===== config.mk =====
export PLATFORM = sky130hd
export DESIGN_NAME = instruction_fetch_unit
export DESIGN_NICKNAME = d
export VERILOG_FILES = /design/src/rtl/fetch_pkg.sv /design/src/rtl/fetch_skid_buf.sv /design/src/rtl/instruction_fetch_unit.sv
export SDC_FILE = /design/constraint.sdc
export NUM_CORES = 1
export LEC_CHECK = 0
export CELL_PAD_IN_SITES_DETAIL_PLACEMENT = 1
export CELL_PAD_IN_SITES_GLOBAL_PLACEMENT = 2
export CORE_ASPECT_RATIO = 0.5
export CORE_MARGIN = 2
export CORE_UTILIZATION = 36
export CTS_BUF_LIST = sky130_fd_sc_hd__clkbuf_4
export DETAILED_ROUTE_END_ITERATION = 12
export GPL_TIMING_DRIVEN = 0
export PLACE_DENSITY = 0.84
export SLEW_MARGIN = 10
export SYNTH_ARGS = -nofsm -noshare
export SYNTH_HDL_FRONTEND = slang
export SYNTH_HIERARCHICAL = 1
export SYNTH_SLANG_ARGS = --single-unit

===== constraint.sdc =====
create_clock -name clk -period 6.2 [get_ports clk]
set_input_delay 0.93 -clock clk [delete_from_list [all_inputs] [get_ports clk]]
set_output_delay 0.93 -clock clk [all_outputs]
set_load 0.05 [all_outputs]

===== src/rtl/fetch_pkg.sv =====
// Shared fetch-stage types and constants: state encoding, widths, reset defaults.
// Latency: n/a (declarations only).
// Backpressure: n/a.
package fetch_pkg;

  localparam int PC_W   = 64;
  localparam int INSN_W = 32;

  // Default first fetch address and bubble instruction (addi x0,x0,0).
  localparam logic [PC_W-1:0]   RESET_PC_DEFAULT = 64'h0;
  localparam logic [INSN_W-1:0] NOP_INSN_DEFAULT = 32'h0000_0013;

  // IDLE: nothing outstanding, buffer empty
  // WAIT: one request outstanding
  // KILL: one request outstanding whose response must be dropped
  // FULL: buffer holds a fetched instruction, nothing outstanding
  typedef enum logic [1:0] {
    IDLE = 2'd0,
    WAIT = 2'd1,
    KILL = 2'd2,
    FULL = 2'd3
  } fetch_state_t;

  // Instruction addresses are word aligned; the low two bits are discarded.
  function automatic logic [PC_W-1:0] align4(input logic [PC_W-1:0] addr);
    return addr & ~64'h3;
  endfunction

endpackage


===== src/rtl/fetch_skid_buf.sv =====
// One-entry {pc, insn} holding register for a response that arrives while IF/ID is stalled.
// Latency: loaded data visible the cycle after load.
// Backpressure: none; the owner never loads while valid. Clear wins over load.
//
// Ports:
//   clk, reset_n          clock, async active-low reset
//   load, load_pc/insn    capture a pair (sets valid)
//   clear                 drop the held pair
//   valid, held_pc/insn   current contents
module fetch_skid_buf
  import fetch_pkg::*;
#(
  parameter logic [INSN_W-1:0] NOP_INSN = NOP_INSN_DEFAULT
) (
  input  logic              clk,
  input  logic              reset_n,
  input  logic              load,
  input  logic              clear,
  input  logic [PC_W-1:0]   load_pc,
  input  logic [INSN_W-1:0] load_insn,
  output logic              valid,
  output logic [PC_W-1:0]   held_pc,
  output logic [INSN_W-1:0] held_insn
);

  always_ff @(posedge clk or negedge reset_n) begin
    if (!reset_n) begin
      valid     <= 1'b0;
      held_pc   <= '0;
      held_insn <= NOP_INSN;
    end else if (clear) begin
      valid <= 1'b0;
    end else if (load) begin
      valid     <= 1'b1;
      held_pc   <= load_pc;
      held_insn <= load_insn;
    end
  end

endmodule


===== src/rtl/instruction_fetch_unit.sv =====
// Fetch stage: owns the PC, issues one-outstanding imem requests, presents {PC_Out, Instruction} to IF/ID.
// Latency: request in cycle N, response in N+k, pair presented from N+k+1 (no stall).
// Backpressure: stall holds the output; one response is parked in a skid entry and fetching pauses.
//
// Ports:
//   clk, reset_n                   clock, async active-low reset
//   stall                          IF/ID not consuming this cycle
//   branch_taken, branch_target    one-cycle redirect from EX (flushes output, kills in-flight)
//   imem_req, imem_addr            request strobe and word-aligned address
//   imem_valid, imem_rdata         response strobe and instruction word
//   PC_Out, Instruction            registered presented pair
//   fetch_valid                    presented pair is real (0 = bubble)
module instruction_fetch_unit
  import fetch_pkg::*;
#(
  parameter logic [PC_W-1:0]   RESET_PC = RESET_PC_DEFAULT,
  parameter logic [INSN_W-1:0] NOP_INSN = NOP_INSN_DEFAULT
) (
  input  logic              clk,
  input  logic              reset_n,
  input  logic              stall,
  input  logic              branch_taken,
  input  logic [PC_W-1:0]   branch_target,
  output logic              imem_req,
  output logic [PC_W-1:0]   imem_addr,
  input  logic              imem_valid,
  input  logic [INSN_W-1:0] imem_rdata,
  output logic [PC_W-1:0]   PC_Out,
  output logic [INSN_W-1:0] Instruction,
  output logic              fetch_valid
);

  fetch_state_t state;
  fetch_state_t state_nxt;

  logic [PC_W-1:0] pc;
  logic [PC_W-1:0] pc_nxt;

  // Control decodes
  logic rsp_take;   // response accepted (WAIT, not killed by a same-cycle branch)
  logic buf_load;
  logic buf_clear;

  // Skid entry
  logic              held_valid;
  logic [PC_W-1:0]   held_pc;
  logic [INSN_W-1:0] held_insn;

  // Output register next values
  logic              out_load;
  logic              out_valid_nxt;
  logic [PC_W-1:0]   out_pc_nxt;
  logic [INSN_W-1:0] out_insn_nxt;

  // ---------------------------------------------------------------------------
  // FSM: state register
  // ---------------------------------------------------------------------------
  always_ff @(posedge clk or negedge reset_n) begin
    if (!reset_n) begin
      state <= IDLE;
    end else begin
      state <= state_nxt;
    end
  end

  // ---------------------------------------------------------------------------
  // FSM: next state
  // ---------------------------------------------------------------------------
  always_comb begin
    state_nxt = state;
    case (state)
      IDLE: begin
        // A redirect suppresses this cycle's request; fetch resumes at the target.
        if (!branch_taken) begin
          state_nxt = WAIT;
        end
      end
      WAIT: begin
        if (branch_taken && imem_valid) begin
          state_nxt = IDLE;
        end else if (branch_taken) begin
          state_nxt = KILL;
        end else if (imem_valid && !stall) begin
          state_nxt = IDLE;
        end else if (imem_valid) begin
          state_nxt = FULL;
        end
      end
      KILL: begin
        // Further redirects while killing only retarget pc; the stale response
        // still has to be absorbed before a new request may go out.
        if (imem_valid) begin
          state_nxt = IDLE;
        end
      end
      FULL: begin
        if (branch_taken || !stall) begin
          state_nxt = IDLE;
        end
      end
      default: state_nxt = IDLE;
    endcase
  end

  // ---------------------------------------------------------------------------
  // FSM: outputs and control strobes
  // ---------------------------------------------------------------------------
  always_comb begin
    // State is IDLE while reset is held, so the request is gated explicitly.
    imem_req  = reset_n && (state == IDLE) && !branch_taken;
    imem_addr = align4(pc);
    // Responses seen in IDLE/FULL are protocol errors and fall out here.
    rsp_take  = (state == WAIT) && imem_valid && !branch_taken;
    buf_load  = rsp_take && stall;
    buf_clear = (state == FULL) && (branch_taken || !stall);
  end

  // ---------------------------------------------------------------------------
  // Program counter: address of the next request
  // ---------------------------------------------------------------------------
  always_comb begin
    pc_nxt = pc;
    if (branch_taken) begin
      pc_nxt = align4(branch_target);
    end else if (rsp_take) begin
      pc_nxt = pc + 64'd4;   // wraps naturally at 2^64
    end
  end

  always_ff @(posedge clk or negedge reset_n) begin
    if (!reset_n) begin
      pc <= align4(RESET_PC);
    end else begin
      pc <= pc_nxt;
    end
  end

  // ---------------------------------------------------------------------------
  // Skid entry
  // ---------------------------------------------------------------------------
  fetch_skid_buf #(
    .NOP_INSN (NOP_INSN)
  ) u_skid (
    .clk       (clk),
    .reset_n   (reset_n),
    .load      (buf_load),
    .clear     (buf_clear),
    .load_pc   (pc),
    .load_insn (imem_rdata),
    .valid     (held_valid),
    .held_pc   (held_pc),
    .held_insn (held_insn)
  );

  // ---------------------------------------------------------------------------
  // Output register. Flush beats stall; otherwise load only when consumed.
  // The skid entry is older than any response, so it goes first.
  // ---------------------------------------------------------------------------
  always_comb begin
    out_load      = branch_taken || !stall;
    out_valid_nxt = 1'b0;
    out_pc_nxt    = '0;
    out_insn_nxt  = NOP_INSN;
    if (!branch_taken) begin
      if (held_valid) begin
        out_valid_nxt = 1'b1;
        out_pc_nxt    = held_pc;
        out_insn_nxt  = held_insn;
      end else if (rsp_take) begin
        out_valid_nxt = 1'b1;
        out_pc_nxt    = pc;
        out_insn_nxt  = imem_rdata;
      end
    end
  end

  always_ff @(posedge clk or negedge reset_n) begin
    if (!reset_n) begin
      PC_Out      <= '0;
      Instruction <= NOP_INSN;
      fetch_valid <= 1'b0;
    end else if (out_load) begin
      PC_Out      <= out_pc_nxt;
      Instruction <= out_insn_nxt;
      fetch_valid <= out_valid_nxt;
    end
  end

endmodule


==> out/results.tsv, run 1 <==
metric	value	unit
Seq/Total Area, Yosys	51.8	%
Port-buffer cells	257	
MaxCap Viol Count	0	
startpoint types	input port	
asr flop ratio synth	100	%
hpwl dp	32400	um
gpl congestion	0.829	
Setup Fix Bufs, Post-CTS	0	
utilization after layout	48.3	%
core area	34300	um^2
global-route wire length before repair	68400	um
final wirelength	44500	um
vias in the first global route	11700	
Synth Instances	1142	
H-Tree Depth	3	
post_cts resized	0	
non-filler instance count after layout	1994	
# rows	48	
Post-DP Area	15700	um^2
final period utilization	76.4	%
DRC violations left	0	
starting density of the core	36.4	%
die area	36200	um^2
post-synthesis cell area	12500	um^2
CTS Sinks	258	
WP data arrival	3.81	ns
GRT Resource Usage Total	24.7	%
design area	16600	um^2
Die X-Extent	267	um
Via density	5.53	
Final #Nets	1575	
Setup Skew	0.0463	ns
hold crit path type	in -> async	
fillers	3743	
count of yosys warnings during synthesis	6	
wl on met1	19200	um
Max Freq	211	MHz
met2 WL	22000	um
Power Dens Cells	328	nW/um^2
drt pass-1 iters	5	
Die Span Y	136	um
Worst VDD drop	0.104	mV
run status	completed	
Initial DRC Count	778	
Lkg Pwr	6.64	nW
top_reg_cell synth	dfrtp_1	
wire length per cell	22.3	um
fin crit period	4.74	ns
FF-to-FF End	pc[51]	
vias post-DR	11000	
Hold Fails Final Rpt	0	
final setup violation count	0	
most frequent cells after synthesis	dfrtp_1, nor2b_1, nor3_1	
met3 WL	2270	um
Slew @ Worst Pin	1.13	ns
Crit. End Element	output pin	
Netlist cell types	59	
Synth area leader	dfrtp_1	
RSZ-0062 raised after global routing	false	
uppermost layer routed	met4	
Slew HR	23.6	%
flop2flop setup slack	3.14	ns
Antenna Violating Nets Remaining	0	
number of antenna violations at the first check in global routing	3	
Worst-path clk slew	0.07	ns
cells on worst reg2reg path	7	
root buf cell	clkbuf_4	
Hold Slack	0.120	ns
total CTS buffers	66	
Synth area leaders	dfrtp_1, a221oi_1, nor2b_1	
final slew viol count	0	
syn avg cell area	10.9	um^2
flops & latches, synth	258	
Top Ports	263	
hold buffer count at CTS	0	
CTS tree	built	
EDFF count, synth	0	
synth-to-layout area growth	32.7	%
DP Cell Count	1880	
pin count of the biggest net entering global routing	109	
clock buffer depth	3	
worst r2r src	state[0]	
post-synth top area share	50.6	%
count leader, synth	dfrtp_1	
worst-path maximum fanout	10	
CP Class	in -> out	
share of cells above drive strength 1	15.6	%
grt total ovfl	0	
CP Data Required Time	5.27	ns
worst skew pair latency	0.76	ns
## report_power, final
group	total [mW]	internal, mW	switching, mW
clock	1.52	0.778	0.740
combinational	1.58	0.680	0.899
sequential	2.33	2.05	0.283
total	5.43	3.51	1.92
## metal layers
metal / track usage [%] / up-vias
met5: 0 / -
met4: 8.40 / 0
met3: 4.83 / 78
met2: 41.5 / 310
met1: 32.1 / 5679
li1: - / 4960
## flip-flops by register name (all words and copies together) (netlist names)
register,flops
PC_Out,64
u_skid/held_pc,64
pc,62
Instruction,32
u_skid/held_insn,32
state,2
fetch_valid,1
u_skid/valid,1
## final cells by class
class                           count  area (um^2)  share of cell area (%)
Timing Repair Buffer              260         2640                    16.0
Tap cell                          475          594                    3.59
Inverter                            9         33.8                   0.204
Clock buffer                       94          706                    4.26
Multi-Input combinational cell    786         5540                    33.5
Buffer                             92          452                    2.73
Antenna cell                        4         10.0                  0.0605
Clock inverter                     16          114                   0.688
Sequential cell                   258         6460                    39.0
## kinds of logic (layout without fill, tap and decap cells)
| group | count (synthesis) | count (layout) | synth area share [%] |
|---|---|---|---|
| AND/OR/NAND/NOR | 466 | 466 | 20.8 |
| adder cells (fa/ha/maj) | 1 | 1 | 0.100 |
| AO/OA/AOI/OAI | 183 | 183 | 10.9 |
| multiplexers | 101 | 101 | 10.3 |
| other | 1 | 8 | 0.0301 |
| XOR/XNOR | 31 | 31 | 2.18 |
| flip-flops | 258 | 258 | 51.8 |
| buffers and inverters | 101 | 471 | 3.89 |
## worst max-delay path, stage by stage
cell	delay, ns
clkdlybuf4s50_1	0.63
clkbuf_1	0.48
buf_2	0.35
clkbuf_1	0.52
nor4b_1	0.13
clkdlybuf4s50_1	0.75
## worst max-delay path by stage
stage | startpoint | endpoint | cells past startpoint
detailed placement | branch_taken | imem_req | 6
finish | branch_taken | imem_req | 6
CTS | branch_taken | imem_req | 6
global placement | reset_n | Instruction[13] | 1
floorplan | branch_taken | imem_req | 4
global route | branch_taken | imem_req | 6
## metrics by stage
step	setup slack [ns]	power (mW)	TNS, ns
floorplan	2.13	3.33	0
global placement	-6.86	3.86	-1749.25
detailed placement	1.55	3.94	0
CTS	1.50	5.48	0
global route	1.38	5.72	0
finish	1.46	5.43	0
## layout by cell type (no fill, tap or decap), types with 16 or more instances in the layout
cell,n
a221oi_1,92
a31oi_1,16
clkbuf_1,70
clkbuf_4,94
clkdlybuf4s50_1,256
dfrtp_1,252
mux2_2,56
mux2_4,40
nand2_1,75
nand3_1,37
nand4_1,27
nor2_1,38
nor2b_1,104
nor3_1,102
nor4_1,18
o21ai_0,37
or4_1,19
xnor2_1,19
(Power assumes the default switching activity.)
==> run 2, diff against run 1 <==
Settings changed: CORE_UTILIZATION 36 to 31, PLACE_DENSITY 0.84 to 0.77.
Clock period 6.2 ns to 4.3 ns, I/O delays scaled along.
==> run 2 against run 1 <==
  * Via count is 0.91% lower
  * Critical endpoint unchanged
  * Die area is 16% higher
  * Global-route usage is 2.8 points lower
  * Combinational power is 44% higher
  * Sequential share of layout area is 0.14 points lower
  * Total power is 43% higher
  * Clock skew is 0.0067 ns lower
  * Design area is 0.36% higher
  * Clock power is 41% higher
  * Sequential power is 44% higher
  * Worst setup slack worse by 1.1 ns
==> out/results.tsv, run 2 (same netlist as run 1, synthesis figures left out) <==
metric	value	unit	change
startpoint types	input port		unchanged
Slew HR	24.4	%	was 23.6%
non-filler instance count after layout	2047		was 1994
delay of the slowest critical-path stage	0.90	ns	was 0.75 ns
Worst VDD drop	0.160	mV	was 0.104 mV
total CTS buffers	68		was 66
H-Tree Depth	3		unchanged
Setup Skew	0.0396	ns	was 0.0463 ns
pin count of the biggest net entering global routing	93		was 109
most frequent cells in the layout	clkdlybuf4s50_1, dfrtp_1, nor2b_1, nor3_1, clkbuf_4		unchanged
CP Data Required Time	3.65	ns	was 5.27 ns
Internal Power	5.03	mW	was 3.51 mW
Comb pwr share	29.3	%	was 29.1%
Crit-path slowest cell	clkdlybuf4s50_1		unchanged
Clock Power Share	27.5	%	was 28.0%
Placement Setup Slack	0.119	ns	was 1.55 ns
CP Class	in -> out		unchanged
gpl congestion	0.832		was 0.829
Die X-Extent	288	um	was 267 um
die area	42000	um^2	was 36200 um^2
Initial DRC Count	579		was 778
worst-path maximum fanout	92		was 10
vias post-DR	10900		was 11000
WP buf/inv	4		was 5
starting density of the core	31.7	%	was 36.4%
RSZ-0062 raised after global routing	false		unchanged
CTS Sinks	258		unchanged
Die Span Y	146	um	was 136 um
number of antenna violations at the first check in global routing	2		was 3
MaxCap Viol Count	0		unchanged
CP Cell Sequence	dlygate4sd3_1, buf_12, buf_16, nor4b_1, clkdlybuf4s50_1		was clkdlybuf4s50_1, clkbuf_1, buf_2, clkbuf_1, nor4b_1, clkdlybuf4s50_1
final setup violation count	0		unchanged
Slew @ Worst Pin	1.12	ns	was 1.13 ns
Hold Slack	0.422	ns	was 0.120 ns
drt pass-1 iters	5		unchanged
Crit. End Element	output pin		unchanged
fin crit period	3.99	ns	
# rows	51		was 48
Antenna Violating Nets Remaining	0		unchanged
Top Ports	263		unchanged
core area	39300	um^2	was 34300 um^2
Hold Fails Final Rpt	0		unchanged
hpwl dp	33500	um	was 32400 um
grt total ovfl	0		unchanged
run status	completed		unchanged
leading cell type in the layout, fill and taps excluded	clkdlybuf4s50_1		unchanged
Via density	5.34		was 5.53
root buf cell	clkbuf_4		unchanged
Worst-path clk slew	0.07	ns	about the same
Final #Nets	1577		was 1575
Setup Fix Bufs, Post-CTS	0		unchanged
wire length per cell	22.2	um	was 22.3 um
synth-to-layout area growth	33.2	%	was 32.7%
Max Freq	251	MHz	
Lkg Pwr	6.64	nW	about the same
P_sw	2.76	mW	was 1.92 mW
top flop regs	PC_Out: 64 flops, u_skid/held_pc: 64 flops, pc: 62 flops		unchanged
Reg power frac	43.2	%	was 43.0%
Port-buffer cells	257		unchanged
final slew viol count	0		unchanged
clock buffer depth	3		unchanged
Switching Share	35.4	%	about the same
final wirelength	45400	um	was 44500 um
CP delay by family, top	buffers and inverters		unchanged
final period utilization	92.7	%	
global-route wire length before repair	71300	um	was 68400 um
utilization after layout	42.3	%	was 48.3%
vias in the first global route	12000		was 11700
WP data arrival	3.34	ns	was 3.81 ns
share of cells above drive strength 1	15.6	%	about the same
CTS tree	built		unchanged
DP Cell Count	1935		was 1880
DRC violations left	0		unchanged
GRT Resource Usage Total	21.9	%	was 24.7%
Power Dens Cells	469	nW/um^2	was 328 nW/um^2
worst skew pair latency	0.74	ns	was 0.76 ns
final setup margin	0.313	ns	was 1.46 ns
hold crit path type	in -> async		unchanged
run 2: worst reg2reg max path, cell delays in order, from the launching register on:
cell      delay (ns)
dfrtp_1         0.40
clkbuf_1        0.29
nand4_1         0.25
nor4_1          0.72
nand4_1         0.54
or4_1           0.57
nand3_1         0.10
run 2: metal layers:
layer / global-route usage, % / wire [um] / up-vias
met1: 29.0 / 20100 / 5669
met2: 36.4 / 22400 / 239
met3: 4.15 / 1950 / 62
met4: 6.35 / 847 / 0
met5: 0 / 0 / -
li1: - / - / 4957
run 2: layout make-up:
class	instances	area (um^2)
antenna	2	5.00
buffer	91	448
clock buffer	97	728
clock inverter	13	75.1
fill	4403	22700
inverter	9	33.8
multi-input combinational	786	5540
sequential	258	6460
tap	530	663
timing repair buffer	261	2660
run 2: stage by stage:
step / TNS, ns / total power [mW] / instance area (um^2)
global placement: -2187.80 / 5.59 / 15700
CTS: 0 / 7.88 / 16600
detailed placement: 0 / 5.69 / 15800
finish: 0 / 7.78 / 16600
floorplan: 0 / 4.80 / 12500
global route: 0 / 8.23 / 16600
run 2: power by group through the flow:
stage / Sequential, mW / Clock (mW) / Combinational [mW]
2_1_floorplan: 3.79 / 0 / 1.00
3_3_place_gp: 3.37 / 0 / 2.22
3_5_place_dp: 3.40 / 0 / 2.29
4_1_cts: 3.36 / 2.22 / 2.30
5_1_grt: 3.44 / 2.36 / 2.44
6_report: 3.36 / 2.14 / 2.28
run 2: path summary, 6_finish.rpt:
check,startpoint,to,slack [ns],depth (start not counted)
setup / recovery,reset_n,imem_req,0.31,5
hold reg to reg,u_skid/valid,u_skid/valid,0.50,2
min in group clk,branch_target[55],pc[55],0.47,3
max in group asynchronous,reset_n,Instruction[1],2.97,3
hold / removal,reset_n,PC_Out[28],0.42,2
setup reg to reg,pc[24],pc[44],1.38,6
run 2: repair_timing:
action | 4_1_cts | 5_1_grt
setup endpoints to repair | 0 | 1
hold buffers | 1 | 0
resized for setup | 0 | 1
hold endpoints to repair | 79 | 0
